`config.mk`:
```
export PLATFORM = sky130hd
export DESIGN_NAME = axistream_pack_flat
export DESIGN_NICKNAME = d
export VERILOG_FILES = /design/src/rtl/axistream_pack_if.sv /design/src/rtl/axistream_pack.sv /design/src/flat_wrapper.sv
export SDC_FILE = /design/constraint.sdc
export NUM_CORES = 1
export LEC_CHECK = 0
export ABC_AREA = 1
export CORE_UTILIZATION = 35
export CTS_BUF_LIST = sky130_fd_sc_hd__clkbuf_2 sky130_fd_sc_hd__clkbuf_4 sky130_fd_sc_hd__clkbuf_8
export DETAILED_ROUTE_END_ITERATION = 8
export PLACE_DENSITY_LB_ADDON = 0.2
export SKIP_CTS_REPAIR_TIMING = 1
export SLEW_MARGIN = 20
export SYNTH_ARGS = -nofsm -noshare
export SYNTH_HDL_FRONTEND = slang
export SYNTH_SLANG_ARGS = --single-unit
export TNS_END_PERCENT = 100
```
`constraint.sdc`:
```
create_clock -name clk -period 2.2 [get_ports clk]
set_input_delay 0.33 -clock clk [delete_from_list [all_inputs] [get_ports clk]]
set_output_delay 0.33 -clock clk [all_outputs]
set_load 0.005 [all_outputs]
```
`src/rtl/axistream_pack_if.sv`:
```
// Narrow/wide AXI-Stream bundle for the pack converter.
// The slave modport is the converter's view: it consumes the narrow src_*
// stream and produces the wide dest_* stream. The master modport is the
// surrounding logic's view of the same signals.
interface axistream_pack_if #(
  parameter int DATA_WIDTH = 8,
  parameter int NUM_PACK   = 4
);
  logic                           src_tvalid;
  logic                           src_tready;
  logic [DATA_WIDTH-1:0]          src_tdata;
  logic                           src_tlast;
  logic                           dest_tvalid;
  logic                           dest_tready;
  logic [NUM_PACK*DATA_WIDTH-1:0] dest_tdata;
  logic [NUM_PACK-1:0]            dest_tkeep;
  logic                           dest_tlast;

  modport slave (
    input  src_tvalid, src_tdata, src_tlast, dest_tready,
    output src_tready, dest_tvalid, dest_tdata, dest_tkeep, dest_tlast
  );

  modport master (
    output src_tvalid, src_tdata, src_tlast, dest_tready,
    input  src_tready, dest_tvalid, dest_tdata, dest_tkeep, dest_tlast
  );
endinterface

```
`src/rtl/axistream_pack.sv`:
```
// Narrow-to-wide AXI-Stream packer: gathers NUM_PACK narrow beats into one
// wide beat. A group closed early by src_tlast is emitted with the unwritten
// lanes zeroed and their dest_tkeep bits cleared. BIG_ENDIAN selects whether
// the first beat of a group lands in the top lane or in lane 0.
module axistream_pack #(
  parameter int DATA_WIDTH = 8,
  parameter int NUM_PACK   = 4,
  parameter bit BIG_ENDIAN = 1'b1
) (
  input  logic            clk,
  input  logic            rst,
  axistream_pack_if.slave axis
);

  localparam int                 CNT_W    = (NUM_PACK > 2) ? $clog2(NUM_PACK) : 1;
  localparam int                 WORD_W   = NUM_PACK * DATA_WIDTH;
  localparam logic [CNT_W-1:0]   LAST_CNT = CNT_W'(NUM_PACK - 1);

  logic [CNT_W-1:0]    cnt_q,       cnt_d;
  logic [WORD_W-1:0]   acc_data_q,  acc_data_d;
  logic [NUM_PACK-1:0] acc_keep_q,  acc_keep_d;
  logic                out_valid_q, out_valid_d;
  logic [WORD_W-1:0]   out_data_q,  out_data_d;
  logic [NUM_PACK-1:0] out_keep_q,  out_keep_d;
  logic                out_last_q,  out_last_d;

  logic                src_ready;
  logic                accept;
  logic                closing;
  logic [CNT_W-1:0]    lane;
  logic [WORD_W-1:0]   merged_data;
  logic [NUM_PACK-1:0] merged_keep;

  // The input may only move when the output register is free or draining now.
  assign src_ready = !out_valid_q || axis.dest_tready;
  assign accept    = axis.src_tvalid && src_ready;
  assign closing   = (cnt_q == LAST_CNT) || axis.src_tlast;

  // Lane for the current beat, then the accumulator with that beat merged in.
  always_comb begin
    lane        = BIG_ENDIAN ? (LAST_CNT - cnt_q) : cnt_q;
    merged_data = acc_data_q;
    merged_keep = acc_keep_q;
    for (int k = 0; k < NUM_PACK; k++) begin
      if (lane == CNT_W'(k)) begin
        merged_data[k*DATA_WIDTH +: DATA_WIDTH] = axis.src_tdata;
        merged_keep[k]                          = 1'b1;
      end
    end
  end

  // Next state: accumulate, close a group into the output register, or drain it.
  always_comb begin
    cnt_d       = cnt_q;
    acc_data_d  = acc_data_q;
    acc_keep_d  = acc_keep_q;
    out_valid_d = out_valid_q;
    out_data_d  = out_data_q;
    out_keep_d  = out_keep_q;
    out_last_d  = out_last_q;

    // A completed wide handshake frees the output; a closing beat below may refill it.
    if (out_valid_q && axis.dest_tready) begin
      out_valid_d = 1'b0;
    end

    if (accept) begin
      if (closing) begin
        out_valid_d = 1'b1;
        out_data_d  = merged_data;
        out_keep_d  = merged_keep;
        out_last_d  = axis.src_tlast;
        acc_data_d  = '0;
        acc_keep_d  = '0;
        cnt_d       = '0;
      end else begin
        acc_data_d  = merged_data;
        acc_keep_d  = merged_keep;
        cnt_d       = cnt_q + CNT_W'(1);
      end
    end
  end

  // State registers; reset drops any partial group and any pending output word.
  always_ff @(posedge clk or negedge rst) begin
    if (!rst) begin
      cnt_q       <= '0;
      acc_data_q  <= '0;
      acc_keep_q  <= '0;
      out_valid_q <= 1'b0;
      out_data_q  <= '0;
      out_keep_q  <= '0;
      out_last_q  <= 1'b0;
    end else begin
      cnt_q       <= cnt_d;
      acc_data_q  <= acc_data_d;
      acc_keep_q  <= acc_keep_d;
      out_valid_q <= out_valid_d;
      out_data_q  <= out_data_d;
      out_keep_q  <= out_keep_d;
      out_last_q  <= out_last_d;
    end
  end

  assign axis.src_tready  = src_ready;
  assign axis.dest_tvalid = out_valid_q;
  assign axis.dest_tdata  = out_data_q;
  assign axis.dest_tkeep  = out_keep_q;
  assign axis.dest_tlast  = out_last_q;

endmodule

```
`src/flat_wrapper.sv`:
```
// flat-port wrapper written by rule: the top's interface ports become plain ports
module axistream_pack_flat 
#(
  parameter int DATA_WIDTH = 8,
  parameter int NUM_PACK   = 4,
  parameter bit BIG_ENDIAN = 1'b1
)
  (clk, rst, axis_src_tvalid, axis_src_tdata, axis_src_tlast, axis_dest_tready, axis_src_tready, axis_dest_tvalid, axis_dest_tdata, axis_dest_tkeep, axis_dest_tlast);
  axistream_pack_if #(.DATA_WIDTH(DATA_WIDTH), .NUM_PACK(NUM_PACK)) axis_i ();
  input  logic clk;
  input  logic rst;
  input wire logic [$bits(axis_i.src_tvalid)-1:0] axis_src_tvalid;
  input wire logic [$bits(axis_i.src_tdata)-1:0] axis_src_tdata;
  input wire logic [$bits(axis_i.src_tlast)-1:0] axis_src_tlast;
  input wire logic [$bits(axis_i.dest_tready)-1:0] axis_dest_tready;
  output wire logic [$bits(axis_i.src_tready)-1:0] axis_src_tready;
  output wire logic [$bits(axis_i.dest_tvalid)-1:0] axis_dest_tvalid;
  output wire logic [$bits(axis_i.dest_tdata)-1:0] axis_dest_tdata;
  output wire logic [$bits(axis_i.dest_tkeep)-1:0] axis_dest_tkeep;
  output wire logic [$bits(axis_i.dest_tlast)-1:0] axis_dest_tlast;
  assign axis_i.src_tvalid = axis_src_tvalid;
  assign axis_i.src_tdata = axis_src_tdata;
  assign axis_i.src_tlast = axis_src_tlast;
  assign axis_i.dest_tready = axis_dest_tready;
  assign axis_src_tready = axis_i.src_tready;
  assign axis_dest_tvalid = axis_i.dest_tvalid;
  assign axis_dest_tdata = axis_i.dest_tdata;
  assign axis_dest_tkeep = axis_i.dest_tkeep;
  assign axis_dest_tlast = axis_i.dest_tlast;
  axistream_pack #(.DATA_WIDTH(DATA_WIDTH), .NUM_PACK(NUM_PACK), .BIG_ENDIAN(BIG_ENDIAN)) u_core (.clk(clk), .rst(rst), .axis(axis_i));
endmodule
```
==> flow_metrics.env, run 1 <==
export IMPL_slew_headroom_pct=68.2
export IMPL_clockBufferDepth=2
export IMPL_cts_sinks=76
export IMPL_port_buffers=51
export IMPL_worstMarginPinSlew_ns=0.478
export IMPL_final_nets=499
export IMPL_p_leak_nw=2.37
export IMPL_fmax_mhz=534
export IMPL_drc=0
export IMPL_dp_cells=603
export IMPL_register_area_mm2=0.00190
export IMPL_worstPathMaxFanout=4
export IMPL_layout_common_cells="241 x nand2_1, 76 x dfrtp_1, 63 x nand3_1"
export IMPL_layout_drive_gt1_share_pct=6.78
export IMPL_ant_nets=0
export IMPL_syn_avg_cell_area_um2=8.04
export IMPL_setup_viol=0
export IMPL_layout_cells_non_filler=620
export IMPL_area_growth_pct=22.6
export IMPL_cts_buffers=9
export IMPL_first_pass_iters=4
export IMPL_fin_setup_tns_ns=0
export IMPL_ys_warn_count=0
export IMPL_yosysSeqAreaShare_pct=54.1
export IMPL_num_rows=36
export IMPL_drv_slew=0
export IMPL_clock_latency_ns=0.35
export IMPL_p_per_area_mw_per_mm2=927
export IMPL_grt_pass1_wl_mm=14.0
export IMPL_stdcell_area_mm2=0.00431
export IMPL_io_pins=52
export IMPL_grt_max_degree=66
export IMPL_mostFrequentLayoutCell="nand2_1"
export IMPL_die_w_um=102
export IMPL_start_util_pct=36.1
export IMPL_die_area_mm2=0.0104
export IMPL_yosys_register_bits=76
export IMPL_crit_arrival_ns=1.54
export IMPL_ys_types=17
export IMPL_die_h_um=102
export IMPL_place_area_mm2=0.00409
export IMPL_min_path_type="reg2reg"
export IMPL_multi_input_area_mm2=0.00136
export IMPL_syn_cell_area_mm2=0.00351
export IMPL_wirelength_mm=8.25
export IMPL_routedWlPerCell_um=13.3
export IMPL_cts_clk_slew_worst_paths_ns=0.08
export IMPL_grt_overflow=0
export IMPL_grt_antenna_before_repair=0
export IMPL_critPathCaptureType="output pin"
export IMPL_htreeDepth=3
export IMPL_clockRootBuffer="clkbuf_8"
export IMPL_synth_fp_nets=454
export IMPL_drt_iter0_markers=156
export IMPL_routed_via_density=4.66
export IMPL_worstSetupPathType="in2out"
export IMPL_grt_pass1_vias=2891
export IMPL_fp_coreArea_mm2=0.00973
export IMPL_grt_use_total_pct=17.7
export IMPL_startpoint_type="input port"
export IMPL_grt_setup_unrepaired="false"
export IMPL_ir_worst_vdd_mv=0.363
export IMPL_drv_cap=0
export IMPL_status="complete, no violations"
export IMPL_power_total_mw=3.99
export IMPL_syn_inst=437
export IMPL_finalWeightedCongestion=0.738
export IMPL_cts_tree="yes"
export IMPL_finalHoldViolCount=0
export IMPL_fin_skew_ns=0.00743
export IMPL_nFillCells=1015
export IMPL_vias=2889
export IMPL_hpwl_mm=5.07
export IMPL_min_period_ns=1.87
export IMPL_cp_required_ns=1.87
export IMPL_post_route_period_util_pct=85.1
export IMPL_insertedDiodeCount=0
[per-stage QoR]
| step | hold WS, ns | setup WS, ns | utilization [%] |
|---|---|---|---|
| after global routing | 0.492 | 0.259 | 44.3 |
| after CTS | -0.0582 | 0.321 | 44.2 |
| final | 0.471 | 0.328 | 44.3 |
| after floorplan | 0.0344 | 0.817 | - |
| after detailed placement | 0.333 | 0.330 | 42.1 |
| after global placement | 0.327 | 0.345 | 42.1 |
[flip-flops by register name, summed over array words and instances (netlist names)]
signal                   cells
u_core.acc_keep_q            4
u_core.axis.dest_tvalid      1
u_core.axis.dest_tlast       1
u_core.acc_data_q           32
u_core.axis.dest_tkeep       4
u_core.axis.dest_tdata      32
u_core.cnt_q                 2
[power breakdown]
group | leakage (nW) | total, mW | internal [mW] | switching (mW)
clock | 0.106 | 1.11 | 0.596 | 0.518
combinational | 1.24 | 1.09 | 0.528 | 0.560
sequential | 1.02 | 1.79 | 1.65 | 0.142
total | 2.37 | 3.99 | 2.77 | 1.22
[routing by layer]
| metal | GRT usage, % | share of wire, % | up-vias |
|---|---|---|---|
| met5 | 0 | 0 | - |
| met4 | 6.04 | 1.6 | 0 |
| met3 | 3.49 | 4.0 | 11 |
| met2 | 28.4 | 46 | 63 |
| met1 | 24.1 | 48 | 1376 |
| li1 | - | - | 1439 |
[worst max-delay path: stages]
cell and delay (ns):
clkdlybuf4s50_1 0.46, inv_1 0.07, nand2_1 0.16, clkdlybuf4s50_1 0.53
[cell usage after synthesis]
cell	number	area (µm²)
nand2_1	241	905
a21oi_1	1	5.00
inv_1	16	60.1
buf_6	9	101
ha_1	4	50.1
dfrtp_1	76	1900
nand2_4	1	11.3
a21oi_2	1	8.76
buf_2	11	55.1
buf_4	5	37.5
nand3_4	1	17.5
nand3_1	63	315
or2_2	3	18.8
inv_2	1	3.75
inv_4	1	6.26
nor2_2	1	6.26
o21ai_0	2	10.0
[cell type report]
| type | count | area share, % |
|---|---|---|
| Timing Repair Buffer | 59 | 14.1 |
| Inverter | 18 | 1.63 |
| Clock inverter | 4 | 1.10 |
| Sequential cell | 76 | 44.1 |
| Tap cell | 133 | 3.86 |
| Clock buffer | 12 | 3.69 |
| Multi-Input combinational cell | 318 | 31.5 |
[logic make-up (layout without fill, tap and decap cells)]
family / count (synthesis) / count (layout) / share of synthesized area [%]
buffers and inverters: 43 / 93 / 7.51
and+or+nand+nor: 310 / 310 / 36.3
AOI/OAI and AO/OA: 4 / 4 / 0.677
DFF: 76 / 76 / 54.1
adders and majority gates: 4 / 4 / 1.42
[final timing paths]
check,start,endpoint,cells after the start,slack (ns)
min in group asynchronous,rst,u_core.axis.dest_tdata[8]$_DFFE_PN0P_,2,0.48
min,u_core.acc_data_q[1]$_DFFE_PN0N_,u_core.acc_data_q[1]$_DFFE_PN0N_,2,0.47
max reg2reg,u_core.cnt_q[0]$_DFFE_PN0N_,u_core.cnt_q[1]$_DFFE_PN0N_,6,0.57
max,axis_dest_tready,axis_src_tready,4,0.33
max in group asynchronous,rst,u_core.acc_data_q[13]$_DFFE_PN0N_,3,1.12
min reg2reg,u_core.acc_data_q[1]$_DFFE_PN0N_,u_core.acc_data_q[1]$_DFFE_PN0N_,2,0.47
(Power assumes the default switching activity.)
==> run 2: changes to the inputs <==
--- a/config.mk
+++ b/config.mk
@@ -11,7 +11,6 @@
 export DETAILED_ROUTE_END_ITERATION = 8
 export PLACE_DENSITY_LB_ADDON = 0.2
 export SKIP_CTS_REPAIR_TIMING = 1
-export SLEW_MARGIN = 20
 export SYNTH_ARGS = -nofsm -noshare
 export SYNTH_HDL_FRONTEND = slang
 export SYNTH_SLANG_ARGS = --single-unit
==> results of run 2 <==
Final layout, timing and power as in run 1 (identical DEF).
